### config.mk
export PLATFORM = sky130hd
export DESIGN_NAME = med_ctrl
export DESIGN_NICKNAME = d
export VERILOG_FILES = /design/src/rtl/med_ctrl.sv
export SDC_FILE = /design/constraint.sdc
export NUM_CORES = 1
export LEC_CHECK = 0
export ABC_AREA = 1
export BUFFER_PORTS_ARGS = -buffer_cell sky130_fd_sc_hd__clkbuf_2
export CORE_UTILIZATION = 55
export CTS_BUF_LIST = sky130_fd_sc_hd__clkbuf_8
export CTS_CLUSTER_SIZE = 20
export DETAILED_ROUTE_END_ITERATION = 10
export PLACE_DENSITY = 0.75
export SLEW_MARGIN = 20
export SYNTH_ARGS = -nofsm -noshare
export SYNTH_HDL_FRONTEND = slang
export SYNTH_SLANG_ARGS = --single-unit
### constraint.sdc
create_clock -name CLK -period 2.9 [get_ports CLK]
set_input_delay 0.435 -clock CLK [delete_from_list [all_inputs] [get_ports CLK]]
set_output_delay 0.435 -clock CLK [all_outputs]
set_load 0.05 [all_outputs]
### src/rtl/med_ctrl.sv
// med_ctrl -- sequencer and stream adapter for the MED median-filter core.
//
// Collects a window of SIZE pixels from a valid/ready input stream into a
// local buffer, replays it into MED over SIZE contiguous cycles (DSI high),
// then drives the BYP sort sequence (H passes of SIZE cycles, each ending
// with a BYP cycle that discards the current maximum), waits H FINAL cycles
// and captures MED_DO into a valid/ready output register.
//
// Ports:
//   CLK, nRST            clock (rising edge), asynchronous active-low reset
//   PI, PI_VALID/READY   input pixel stream
//   PO, PO_VALID/READY   median output stream (registered)
//   MED_DI/DSI/BYP       drive to the MED core (combinational decode)
//   MED_DO               median/data output of the MED core
//   BUSY                 high whenever the sequencer is not idle
module med_ctrl #(
  parameter int SIZE  = 9,
  parameter int WIDTH = 8
) (
  input  logic             CLK,
  input  logic             nRST,
  input  logic [WIDTH-1:0] PI,
  input  logic             PI_VALID,
  output logic             PI_READY,
  output logic [WIDTH-1:0] PO,
  output logic             PO_VALID,
  input  logic             PO_READY,
  output logic [WIDTH-1:0] MED_DI,
  output logic             MED_DSI,
  output logic             MED_BYP,
  input  logic [WIDTH-1:0] MED_DO,
  output logic             BUSY
);

  localparam int H   = (SIZE - 1) / 2;
  localparam int CW  = $clog2(SIZE);
  localparam int WCW = $clog2(SIZE + 1);
  localparam int PW  = (H > 1) ? $clog2(H) : 1;

  typedef enum logic [2:0] {
    S_IDLE,
    S_LOAD,
    S_SORT,
    S_FINAL,
    S_CAPT
  } state_t;

  state_t           r_state, w_state_nx;
  logic [CW-1:0]    r_cnt, w_cnt_nx;     // cycle within LOAD / SORT pass
  logic [PW-1:0]    r_pass, w_pass_nx;   // SORT pass
  logic [PW-1:0]    r_fcnt, w_fcnt_nx;   // FINAL cycle
  logic [WCW-1:0]   r_wcnt;              // buffer fill count
  logic [WIDTH-1:0] r_buf [SIZE];
  logic [WIDTH-1:0] r_po;
  logic             r_po_valid;

  logic w_full, w_acc, w_last_cyc, w_last_pass, w_last_fin;

  assign w_full      = (r_wcnt == WCW'(SIZE));
  assign w_last_cyc  = (r_cnt == CW'(SIZE - 1));
  assign w_last_pass = (r_pass == PW'(H - 1));
  assign w_last_fin  = (r_fcnt == PW'(H - 1));

  // The buffer is being read during LOAD, so filling is held off until the
  // last LOAD cycle frees it; the next window then fills during SORT..CAPT.
  assign PI_READY = !w_full && (r_state != S_LOAD);
  assign w_acc    = PI_VALID && PI_READY;

  assign PO       = r_po;
  assign PO_VALID = r_po_valid;
  assign BUSY     = (r_state != S_IDLE);

  always_comb begin
    w_state_nx = r_state;
    w_cnt_nx   = r_cnt;
    w_pass_nx  = r_pass;
    w_fcnt_nx  = r_fcnt;
    MED_DSI    = 1'b0;
    MED_BYP    = 1'b1;
    MED_DI     = '0;
    case (r_state)
      S_IDLE: begin
        // Only start once the previous median has left, so CAPT can never
        // overwrite a pending PO.
        if (w_full && !r_po_valid) w_state_nx = S_LOAD;
      end
      S_LOAD: begin
        MED_DSI = 1'b1;
        MED_DI  = r_buf[r_cnt];
        if (w_last_cyc) w_state_nx = S_SORT;
        else            w_cnt_nx   = r_cnt + 1'b1;
      end
      S_SORT: begin
        // Last cycle of each pass bypasses, dropping the current maximum.
        MED_BYP = w_last_cyc;
        if (w_last_cyc) begin
          w_cnt_nx = '0;
          if (w_last_pass) w_state_nx = S_FINAL;
          else             w_pass_nx  = r_pass + 1'b1;
        end else begin
          w_cnt_nx = r_cnt + 1'b1;
        end
      end
      S_FINAL: begin
        MED_BYP = 1'b0;
        if (w_last_fin) w_state_nx = S_CAPT;
        else            w_fcnt_nx  = r_fcnt + 1'b1;
      end
      S_CAPT: begin
        w_state_nx = S_IDLE;
      end
      default: begin
        w_state_nx = S_IDLE;
      end
    endcase
    // Every state starts with all counters at zero.
    if (w_state_nx != r_state) begin
      w_cnt_nx  = '0;
      w_pass_nx = '0;
      w_fcnt_nx = '0;
    end
  end

  always_ff @(posedge CLK or negedge nRST) begin
    if (!nRST) begin
      r_state    <= S_IDLE;
      r_cnt      <= '0;
      r_pass     <= '0;
      r_fcnt     <= '0;
      r_wcnt     <= '0;
      r_po       <= '0;
      r_po_valid <= 1'b0;
    end else begin
      r_state <= w_state_nx;
      r_cnt   <= w_cnt_nx;
      r_pass  <= w_pass_nx;
      r_fcnt  <= w_fcnt_nx;

      if (r_state == S_LOAD && w_last_cyc) r_wcnt <= '0;
      else if (w_acc)                      r_wcnt <= r_wcnt + 1'b1;

      if (r_state == S_CAPT) begin
        r_po       <= MED_DO;
        r_po_valid <= 1'b1;
      end else if (r_po_valid && PO_READY) begin
        r_po_valid <= 1'b0;
      end
    end
  end

  // Pixel storage needs no reset: entries are only read after being written.
  always_ff @(posedge CLK) begin
    if (w_acc) r_buf[r_wcnt] <= PI;
  end

endmodule

# == Word-level counts from Yosys, hierarchy flattened ==
# Memory sizes are Yosys's and may differ from the RTL's.
# Index checks and enable logic that the tools add are counted.
# word_totals
output_inout_bits,21
wordCells,69
ramBits,72
memories,1
in_bits,20
reg_bits,24
# mem_list
memory,depth,width,read_ports,rd_ports_with_merged_regs,write_ports,line_no,rtl
r_buf,9,8,1,0,1,53,logic [WIDTH-1:0] r_buf [SIZE];
# op_classes
eq_ne,13
n_reduce_logical,18
mux,26
addsub,4
# op_table
op,count
4-bit two-way mux,5
3-bit two-way mux,5
2-bit two-way mux,7
3-bit one-hot mux with 4 select lines,1
2-bit nonzero test,5
"4-bit by 1-bit adder with 4-bit output, second input constant",2
"4-bit equality test, second input constant",2
8-bit two-way mux,1
4-bit one-hot mux with 2 select lines,1
"3-bit by 2-bit equality test with 1-bit output, second input constant",2
3-bit nonzero test,2
1-bit logical AND,5
1-bit two-way mux,5
"2-bit by 1-bit adder with 2-bit output, second input constant",2
"2-bit equality test, second input constant",2
"2-bit by 1-bit != test with 1-bit output, second input constant",2
2-bit AND reduction,2
"3-bit by 1-bit equality test with 1-bit output, second input constant",1
"3-bit equality test, second input constant",1
3-bit logical NOT,1
"3-bit by 1-bit != test with 1-bit output, second input constant",1
3-bit != test,1
"3-bit != test, second input constant",1
3-bit AND reduction,1
2 further kinds,3

# == Depth between registers and ports, before layout ==
# Gate-level depths: netlist of run 1.
# depth
depth_word,7
ltp_mapped,12

# == Worst setup path before layout of run 1 ==
# OpenSTA, ideal clock, no wires.
# synth_path
path_kind,register -> register
from,register r_wcnt[1]
to,"memory r_buf[2][0], enable pin"
path_buffers,1
slack_ps,495
stages_incl_launch_ff,9
period_less_slack_ps,2405
setup_ps,383
required_ps,2517
arrival_ps,2021
path_cell_list,dfrtp_1 inv_1 ha_1 nand3_1 nand2_1 inv_1 nand2_2 buf_4 nor3_1
# synth_between
elab_chain_len,6
# synth_rtl
element,line_no,rtl
"start, declared",52,logic [WCW-1:0] r_wcnt;
"start signal, assigned",140,else if (w_acc) r_wcnt <= r_wcnt + 1'b1;
4-bit equality test,59,assign w_full = (r_wcnt == WCW'(SIZE));
1-bit logical NOT,66,assign PI_READY = !w_full && (r_state != S_LOAD);
1-bit logical AND,66,
via PI_READY,24,"output logic PI_READY,"
1-bit logical AND,67,assign w_acc = PI_VALID && PI_READY;
1-bit two-way mux,153,if (w_acc) r_buf[r_wcnt] <= PI;
1-bit two-way mux (not written as such),153,
"end, declared",53,
# The timed path passes the listed nets, and every way through them passes these cells.

# == Worst setup path after layout of run 1 ==
# layout_path
from,register r_cnt[0]
to,output port MED_DI[7]
# layout_between
elab_chain_len,2
# layout_rtl
element,line_no,rtl
"start, declared",49,"logic [CW-1:0] r_cnt, w_cnt_nx;"
"start signal, assigned",135,r_cnt <= w_cnt_nx;
memory 9 x 8 bit,-,
8-bit two-way mux,81,case (r_state)
"end, declared",28,"output logic [WIDTH-1:0] MED_DI,"
# Every way passes these cells.

==> flow_metrics.py, run 1 <==
metrics = {
    "final_layout": {
        "drive_gt1_frac": 0.2014,
        "layout_commonest_cell": "edfxtp_1",
        "fillers": 592,
        "insertedDiodeCount": 0,
        "final_cell_mix": "edfxtp_1 (72), nor2_1 (50), nand2_1 (47)",
        "area_growth_pct": 12.46,
        "final_design_area_no_fill_mm2": 0.004708,
        "nNetsFinal": 461,
    },
    "logic_synthesis": {
        "syn_area_mm2": 0.004187,
        "syn_avg_cell_area_um2": 10.99,
        "synth_seq_area_share": 0.6599,
        "ys_ff_latch": 96,
        "synthCells": 381,
        "ys_warn_count": 0,
        "synthArstFlopShare": 0.2500,
        "yosysUniqueCellTypes": 28,
        "synth_edf_count": 72,
        "ys.flop_type": "edfxtp_1",
        "syn-num-nets": 409,
    },
    "worst_setup_path": {
        "rr_endpoint": "r_buf[5][2]",
        "cp.required_ns": 2.47,
        "reg2reg_depth": 7,
        "worst-setup-path-type": "reg2out",
        "critPathCaptureType": "output port",
        "cp.arrival_ns": 2.18,
        "reg2reg_from": "r_state[2]",
        "critical_path.max_fanout": 35,
        "startpoint_type": "register",
        "r2r_slack_ns": 0.55,
    },
    "clock_tree": {
        "numCtsBuffers": 9,
        "insertion_delay_ns": 0.35,
        "ctsResizeCount": 0,
        "root_buffer": "clkbuf_8",
        "cts_buffer_depth": 2,
        "clk_pin_slew_worst_paths_ns": 0.08,
        "cts_htree_levels": 3,
        "postCtsHoldBufs": 0,
        "clock-sinks": 96,
        "cts_tree": "yes",
        "post-cts-setup-buffers": 0,
    },
    "floorplan": {
        "io_pins": 41,
        "row_count": 31,
        "die_width_um": 89.25,
        "core_area_mm2": 0.007292,
        "dieArea_mm2": 0.007965,
        "initial_utilization": 0.5741,
        "fp.dieH_um": 89.25,
    },
    "sta": {
        "setup_viol_count_final": 0,
        "clock_skew_ns": 0.006719,
        "slew-limit-headroom": 0.5256,
        "setup-tns-final_ns": 0,
        "min_period_ns": 2.610,
        "fin_crit_sh": 0.9001,
        "grt_setup_unrepaired": "false",
        "hold_viol_final": 0,
        "drv_slew": 0,
        "worstMarginPinSlew_ns": 0.7097,
        "fmax_mhz": 383.1,
    },
    "routing": {
        "drc": 0,
        "drt-wirelength-per-cell_um": 15.32,
        "vias": 2808,
        "ant_nets": 0,
        "dr.pass1.iters": 5,
        "wirelength_um": 8213,
        "vias_per_cell": 5.239,
        "drtIter0Drc": 129,
    },
    "place": {
        "placed_area_mm2": 0.004556,
        "hpwl_um": 5430,
        "globalplace.congestion": 0.8296,
        "portBuffers": 40,
    },
    "pwr": {
        "p_per_area_mw_per_mm2": 905.6,
        "ir_drop_mv": 0.4357,
        "power_leakage_nw": 1.943,
    },
    "global_routing": {
        "antenna_found_initial": 0,
        "grt_max_degree": 36,
        "grt_pass1_wl_um": 13130,
        "track_usage": 0.2313,
        "grt_pass1_vias": 2695,
        "overflow": 0,
    },
    "run": {
        "maxCapViolCount": 0,
    },
    "hold_path": {
        "hp-class": "in2async",
    },
    "status": {
        "status": "finished, final reports clean",
    },
}
-- Yosys cell counts (2+ instances only) --
cell type,count,area share
a21oi_1,11,0.013
buf_2,9,0.011
clkbuf_1,4,0.0036
clkinv_1,3,0.0027
dfrtp_1,24,0.14
edfxtp_1,72,0.52
ha_1,8,0.024
inv_1,40,0.036
mux2_2,8,0.022
nand2_1,47,0.042
nand2_2,2,0.0030
nand3_1,35,0.042
nand3_2,2,0.0048
nand4_1,2,0.0030
nor2_1,50,0.045
nor2_2,4,0.0060
nor3_1,10,0.012
o21ai_0,30,0.036
o21ai_1,2,0.0024
o22ai_1,8,0.012
xor2_1,3,0.0063
-- critical path: stages, from the launching register on --
cell      delay, ns
dfrtp_1        0.54
buf_4          0.39
o21ai_0        0.15
o22ai_1        0.18
nand2_1        0.07
nand3_1        0.08
nand2_1        0.08
inv_1          0.06
clkbuf_2       0.26
-- layer usage --
layer / GRT usage / vias up / wire length (µm)
met5: 0 / - / 0
met4: 0.1068 / 0 / 208
met3: 0.03693 / 14 / 413
met2: 0.3616 / 92 / 3880
met1: 0.3217 / 1302 / 3710
li1: - / 1400 / -
-- state kept, by name, summed over array words and instances (netlist names) --
signal / count
r_pass: 2
r_wcnt: 4
PO_VALID: 1
r_cnt: 4
PO: 8
r_state: 3
r_buf: 72
r_fcnt: 2
-- how the worst max path moves through the flow --
stage | start | slack [ns] | cells after the start | to
2_1_floorplan | r_wcnt[1] | 0.50 | 8 | r_buf[2][0]
3_3_place_gp | r_state[2] | 0.62 | 7 | r_buf[5][5]
3_5_place_dp | r_state[2] | 0.58 | 7 | r_buf[5][0]
4_1_cts | r_cnt[0] | 0.29 | 9 | MED_DI[3]
5_1_grt | r_cnt[0] | 0.11 | 8 | MED_DI[7]
6_report | r_cnt[0] | 0.29 | 8 | MED_DI[7]
-- power breakdown --
part	internal [mW]	total (mW)	leakage [nW]	switching, mW
combinational	0.479	1.84	0.913	1.37
clock	0.295	0.721	0.0811	0.426
sequential	1.59	1.70	0.949	0.105
total	2.37	4.26	1.94	1.90
-- final cells by class --
class                           count  area [µm²]  share of cell area
Sequential cell                    96        2763              0.5868
Timing Repair Buffer               55       312.8             0.06644
Clock inverter                      6       28.78            0.006112
Clock buffer                        9       123.9             0.02631
Multi-Input combinational cell    227        1191              0.2530
Tap cell                           99       123.9             0.02631
Inverter                           44       165.2             0.03508
-- cells by family (layout without fill, tap and decap cells) --
kind of cell | after synthesis | after routing | synth area share
multiplexers | 8 | 8 | 0.02152
buffers and inverters | 58 | 114 | 0.05559
XOR/XNOR | 4 | 4 | 0.008370
AO/OA/AOI/OAI | 52 | 52 | 0.06545
adder cells (fa/ha/maj) | 8 | 8 | 0.02391
flip-flops | 96 | 96 | 0.6599
AND/OR/NAND/NOR | 155 | 155 | 0.1653
-- through the flow --
stage	hold WS (ns)	setup WS [ns]	std cells	util	power, mW
global route	0.1251	0.1064	536	0.6457	4.551
finish	0.07540	0.2898	536	0.6457	4.264
CTS	0.08587	0.2874	536	0.6457	4.281
detailed placement	0.4667	0.5803	521	0.6247	3.572
global placement	0.4659	0.6233	521	0.6247	3.540
floorplan	0.1394	0.4953	381	-	3.133
No activity file was read; power rests on OpenSTA's default activity.
==> run 2, diff against run 1 <==
--- a/config.mk
+++ b/config.mk
@@ -7,11 +7,12 @@
 export LEC_CHECK = 0
 export ABC_AREA = 1
 export BUFFER_PORTS_ARGS = -buffer_cell sky130_fd_sc_hd__clkbuf_2
-export CORE_UTILIZATION = 55
-export CTS_BUF_LIST = sky130_fd_sc_hd__clkbuf_8
+export CELL_PAD_IN_SITES_DETAIL_PLACEMENT = 1
+export CELL_PAD_IN_SITES_GLOBAL_PLACEMENT = 2
+export CORE_UTILIZATION = 42
 export CTS_CLUSTER_SIZE = 20
 export DETAILED_ROUTE_END_ITERATION = 10
-export PLACE_DENSITY = 0.75
+export PLACE_DENSITY_LB_ADDON = 0.1
 export SLEW_MARGIN = 20
 export SYNTH_ARGS = -nofsm -noshare
 export SYNTH_HDL_FRONTEND = slang
==> constraint.sdc (replaced) <==
create_clock -name CLK -period 3.2 [get_ports CLK]
set_input_delay 0.48 -clock CLK [delete_from_list [all_inputs] [get_ports CLK]]
set_output_delay 0.48 -clock CLK [all_outputs]
set_load 0.05 [all_outputs]
==> run 2 against run 1 <==
Compared with the run above:
- clock-buffer cell count up 1
- flip-flop and latch count unchanged
- critical path depth up 1
- worst hold slack better by 0.057 ns
- critical path type unchanged
==> flow_metrics.py, run 2 (synthesized netlist as in run 1, its figures left out) <==
metrics = {
    "final_layout": {
        "post-route-util": 0.4892,
        "seq_area_mm2": 0.002763,
        "final_design_area_no_fill_mm2": 0.004760,
        "insertedDiodeCount": 0,
        "area_growth_pct": 13.69,
        "largest-register": "r_buf",
        "drive_gt1_frac": 0.1982,
        "nNetsFinal": 458,
        "layout_commonest_cell": "edfxtp_1",
        "largest_register_ffs": 72,
        "fillers": 1114,
        "multiInputGateArea_mm2": 0.001191,
        "final_cell_mix": "edfxtp_1 (72), nor2_1 (50), nand2_1 (47)",
    },
    "place": {
        "portBuffers": 40,
        "pre_cts_ws_ns": 0.8622,
        "globalplace.congestion": 0.7373,
        "hpwl_um": 6492,
        "placed_area_mm2": 0.004576,
    },
    "global_routing": {
        "grt_max_degree": 28,
        "overflow": 0,
        "grt_pass1_wl_um": 15530,
        "grt_pass1_vias": 2817,
        "antenna_found_initial": 0,
        "track_usage": 0.2085,
    },
    "pwr": {
        "ir_drop_mv": 0.4517,
        "p_seq_frac": 0.383,
        "clkPwrFrac": 0.193,
        "p_sw_mw": 1.798,
        "p_per_area_mw_per_mm2": 848.6,
        "swShare": 0.4452,
        "cell_internal_pwr_mw": 2.241,
        "combinationalPowerShare": 0.425,
        "power_leakage_nw": 1.935,
    },
    "sta": {
        "hold_viol_final": 0,
        "worstMarginPinSlew_ns": 0.9776,
        "fmax_mhz": 365.8,
        "setup_viol_count_final": 0,
        "drv_slew": 0,
        "clock_skew_ns": 0.007290,
        "setup-tns-final_ns": 0,
        "setup_slack_ns": 0.4661,
        "slew-limit-headroom": 0.3459,
        "grt_setup_unrepaired": "false",
        "min_period_ns": 2.734,
        "fin_crit_sh": 0.8544,
    },
    "routing": {
        "drtIter0Drc": 108,
        "wl_met2_um": 4534,
        "wl_met1_um": 4987,
        "drc": 0,
        "vias": 2871,
        "dr_wl_met3_um": 180,
        "drt-wirelength-per-cell_um": 17.32,
        "vias_per_cell": 5.063,
        "wirelength_um": 9818,
        "ant_nets": 0,
        "dr.pass1.iters": 6,
        "top_layer": "met4",
    },
    "clock_tree": {
        "root_buffer": "clkbuf_8",
        "post-cts-setup-buffers": 0,
        "postCtsHoldBufs": 0,
        "ctsResizeCount": 0,
        "cts_buffer_depth": 2,
        "cts_tree": "yes",
        "numCtsBuffers": 9,
        "clock-sinks": 96,
        "insertion_delay_ns": 0.36,
        "cts_htree_levels": 3,
        "clk_pin_slew_worst_paths_ns": 0.09,
    },
    "worst_setup_path": {
        "critPathCaptureType": "output port",
        "cp.required_ns": 2.72,
        "cp.arrival_ns": 2.25,
        "critical_path.max_fanout": 27,
        "r2r_slack_ns": 0.88,
        "startpoint_type": "register",
        "worst-setup-path-type": "reg2out",
    },
    "floorplan": {
        "fp.dieH_um": 101.8,
        "dieArea_mm2": 0.01037,
        "die_width_um": 101.8,
        "core_area_mm2": 0.009729,
        "io_pins": 41,
        "row_count": 36,
        "initial_utilization": 0.4303,
    },
    "status": {
        "status": "finished, final reports clean",
    },
    "hold_path": {
        "hp-class": "in2async",
    },
    "run": {
        "maxCapViolCount": 0,
    },
}
==> run 2: cell count changes in the layout (fill, tap and decap cells not counted), sizes merged <==
cell    change
bufinv      +1
clkbuf      +1
clkinv      -3
buf         -3
inv         +1
==> run 2: path summary, 6_finish.rpt <==
| kind | from | endpoint | depth (start not counted) |
|---|---|---|---|
| min in group CLK | PO_READY | PO_VALID | 2 |
| max reg2reg | r_state[2] | r_buf[3][1] | 7 |
| max | r_cnt[0] | MED_BYP | 9 |
| min | nRST | r_fcnt[0] | 1 |
| max in group asynchronous | nRST | r_wcnt[0] | 1 |
| min reg2reg | PO[7] | PO[7] | 1 |
==> run 2: area by class of cell <==
cell class / instances / share of cell area
clock buffers: 10 / 0.02681
clock inverters: 5 / 0.01183
inverters: 44 / 0.03470
multi-input cells: 227 / 0.2503
flip-flops and latches: 96 / 0.5804
well taps: 133 / 0.03496
repair buffers: 52 / 0.06099
==> run 2: critical path, stage by stage, from the launching register on <==
cell and delay (ns):
dfrtp_1 0.38, buf_4 0.21, clkinv_1 0.07, buf_4 0.29, ha_1 0.20, nand2_1 0.08
nor2_4 0.17, nand2_2 0.11, nand3_1 0.09, clkbuf_2 0.28
==> run 2: per-layer routing <==
layer  vias up  GRT usage
met5         -          0
met2        37     0.3295
met1      1428     0.2950
li1       1397          -
met4         0    0.07912
met3         9    0.02873
==> run 2: power by group through the flow <==
stage	Sequential, mW	Combinational [mW]	Clock [mW]
finish	1.55	1.72	0.778
global placement	1.57	1.71	0
global route	1.56	1.92	0.845
CTS	1.55	1.75	0.804
floorplan	1.55	1.29	0
detailed placement	1.57	1.73	0
==> run 2: per-stage QoR <==
step / hold WS, ns / total power [mW] / std cells
2_1_floorplan: 0.1844 / 2.839 / 381
3_3_place_gp: 0.4868 / 3.275 / 552
3_5_place_dp: 0.4970 / 3.308 / 552
4_1_cts: 0.1388 / 4.095 / 567
5_1_grt: 0.1741 / 4.324 / 567
6_report: 0.1328 / 4.039 / 567
==> run 3, diff against run 2 <==
--- a/config.mk
+++ b/config.mk
@@ -9,10 +9,11 @@
 export BUFFER_PORTS_ARGS = -buffer_cell sky130_fd_sc_hd__clkbuf_2
 export CELL_PAD_IN_SITES_DETAIL_PLACEMENT = 1
 export CELL_PAD_IN_SITES_GLOBAL_PLACEMENT = 2
+export CORE_ASPECT_RATIO = 2
 export CORE_UTILIZATION = 42
 export CTS_CLUSTER_SIZE = 20
 export DETAILED_ROUTE_END_ITERATION = 10
-export PLACE_DENSITY_LB_ADDON = 0.1
+export PLACE_DENSITY = 0.86
 export SLEW_MARGIN = 20
 export SYNTH_ARGS = -nofsm -noshare
 export SYNTH_HDL_FRONTEND = slang
==> run 3 against run 2 <==
Compared with the run above:
- wire length is 0.31% higher
- highest routed layer unchanged
- sequential share of layout area down 1.1 points
- non-clock buffer count shrank 1
- critical endpoint unchanged
==> flow_metrics.py, run 3 (synthesized netlist as in run 1, its figures left out) <==
metrics = {
    "hold_path": {
        "hp-class": "in2async",
    },
    "sta": {
        "worstMarginPinSlew_ns": 0.8622,
        "fin_crit_sh": 0.8546,
        "setup-tns-final_ns": 0,
        "grt_setup_unrepaired": "false",
        "setup_slack_ns": 0.4654,
        "hold_viol_final": 0,
        "drv_slew": 0,
        "setup_viol_count_final": 0,
        "clock_skew_ns": 0.004261,
        "slew-limit-headroom": 0.4231,
        "fmax_mhz": 365.7,
        "min_period_ns": 2.735,
    },
    "worst_setup_path": {
        "cp_top_family": "buffers and inverters",
        "cp.arrival_ns": 2.25,
        "critPathCaptureType": "output port",
        "startpoint_type": "register",
        "worst-setup-path-type": "reg2out",
        "cpPeakStageDelay_ns": 0.56,
        "crit_chain": "clkinv_1, ha_1, nand2_1, nor2_4, nand2_2, nand3_1, clkbuf_2",
        "critical_path.max_fanout": 11,
        "cp_slowest_cell": "dfrtp_1",
        "critPathBufInv": 2,
        "cp.required_ns": 2.72,
    },
    "place": {
        "hpwl_um": 6943,
        "globalplace.congestion": 0.7614,
        "pre_cts_ws_ns": 0.6920,
        "portBuffers": 40,
    },
    "final_layout": {
        "drive_gt1_frac": 0.2028,
        "area_growth_pct": 15.93,
        "nNetsFinal": 457,
        "multiInputGateArea_mm2": 0.001191,
        "layout_commonest_cell": "edfxtp_1",
        "final_cell_mix": "edfxtp_1 (72), nor2_1 (50), nand2_1 (47)",
        "insertedDiodeCount": 0,
        "fillers": 1090,
        "seq_area_mm2": 0.002763,
        "largest-register": "r_buf",
        "largest_register_ffs": 72,
    },
    "routing": {
        "dr.pass1.iters": 4,
        "wirelength_um": 9848,
        "drt-wirelength-per-cell_um": 17.40,
        "ant_nets": 0,
        "drc": 0,
        "vias": 2915,
        "drtIter0Drc": 152,
        "vias_per_cell": 5.150,
    },
    "pwr": {
        "power_leakage_nw": 1.980,
        "p_per_area_mw_per_mm2": 890.2,
        "ir_drop_mv": 0.5638,
    },
    "floorplan": {
        "core_area_mm2": 0.009699,
        "fp.dieH_um": 143.2,
        "initial_utilization": 0.4316,
        "io_pins": 41,
        "dieArea_mm2": 0.01040,
        "row_count": 51,
        "die_width_um": 72.60,
    },
    "global_routing": {
        "grt_max_degree": 44,
        "grt_pass1_vias": 3139,
        "antenna_found_initial": 0,
        "track_usage": 0.2138,
        "overflow": 0,
        "grt_pass1_wl_um": 15830,
    },
    "clock_tree": {
        "cts_htree_levels": 3,
        "numCtsBuffers": 9,
        "clk_pin_slew_worst_paths_ns": 0.07,
        "root_buffer": "clkbuf_16",
        "clock-sinks": 96,
        "ctsResizeCount": 0,
        "post-cts-setup-buffers": 0,
        "postCtsHoldBufs": 0,
        "cts_buffer_depth": 2,
        "insertion_delay_ns": 0.35,
        "cts_tree": "yes",
    },
    "run": {
        "maxCapViolCount": 0,
    },
    "status": {
        "status": "finished, final reports clean",
    },
}
[run 3: through the flow]
step	hold WS [ns]	cells	cell area, µm²	utilization	total power, mW
floorplan	0.1844	381	4187	-	2.839
global placement	0.4871	550	4567	0.4708	3.276
detailed placement	0.4933	550	4567	0.4708	3.325
CTS	0.1461	566	4853	0.5004	4.380
global route	0.1927	566	4853	0.5004	4.574
finish	0.1319	566	4853	0.5004	4.320
[run 3: where the power goes]
group | switching (mW) | internal (mW) | total, mW
Clock | 0.499 | 0.543 | 1.04
Combinational | 1.32 | 0.434 | 1.75
Sequential | 0.0788 | 1.45 | 1.52
Total | 1.90 | 2.42 | 4.32
[run 3: final timing paths]
path / startpoint / endpoint / slack [ns] / depth (start not counted)
max reg2reg: r_state[2] / r_buf[3][3] / 0.77 / 6
min in group CLK: PO_READY / PO_VALID / 0.30 / 2
min reg2reg: PO[0] / PO[0] / 0.51 / 1
max in group asynchronous: nRST / r_wcnt[0] / 2.66 / 1
min: nRST / r_fcnt[1] / 0.13 / 1
max: r_cnt[1] / MED_BYP / 0.47 / 7
[run 3: worst reg2reg max path, stage by stage, from the launching register on]
cell and delay (ns):
dfrtp_1 0.40, inv_2 0.07, nand3_1 0.49, nand2_1 0.12, inv_1 0.13, nand3_1 0.14, nor2_1 0.69
[run 3: routing by layer]
layer | GRT usage | vias up | part of all wire
li1 | - | 1392 | -
met1 | 0.2162 | 1420 | 0.36
met2 | 0.3960 | 84 | 0.56
met3 | 0.04023 | 19 | 0.043
met4 | 0.1218 | 0 | 0.039
met5 | 0 | - | 0
[run 3: area by class of cell]
cell class / instances / area share
well taps: 132 / 0.03403
repair buffers: 51 / 0.05826
multi-input cells: 227 / 0.2454
clock buffers: 9 / 0.04640
clock inverters: 7 / 0.01263
flip-flops and latches: 96 / 0.5692
inverters: 44 / 0.03403
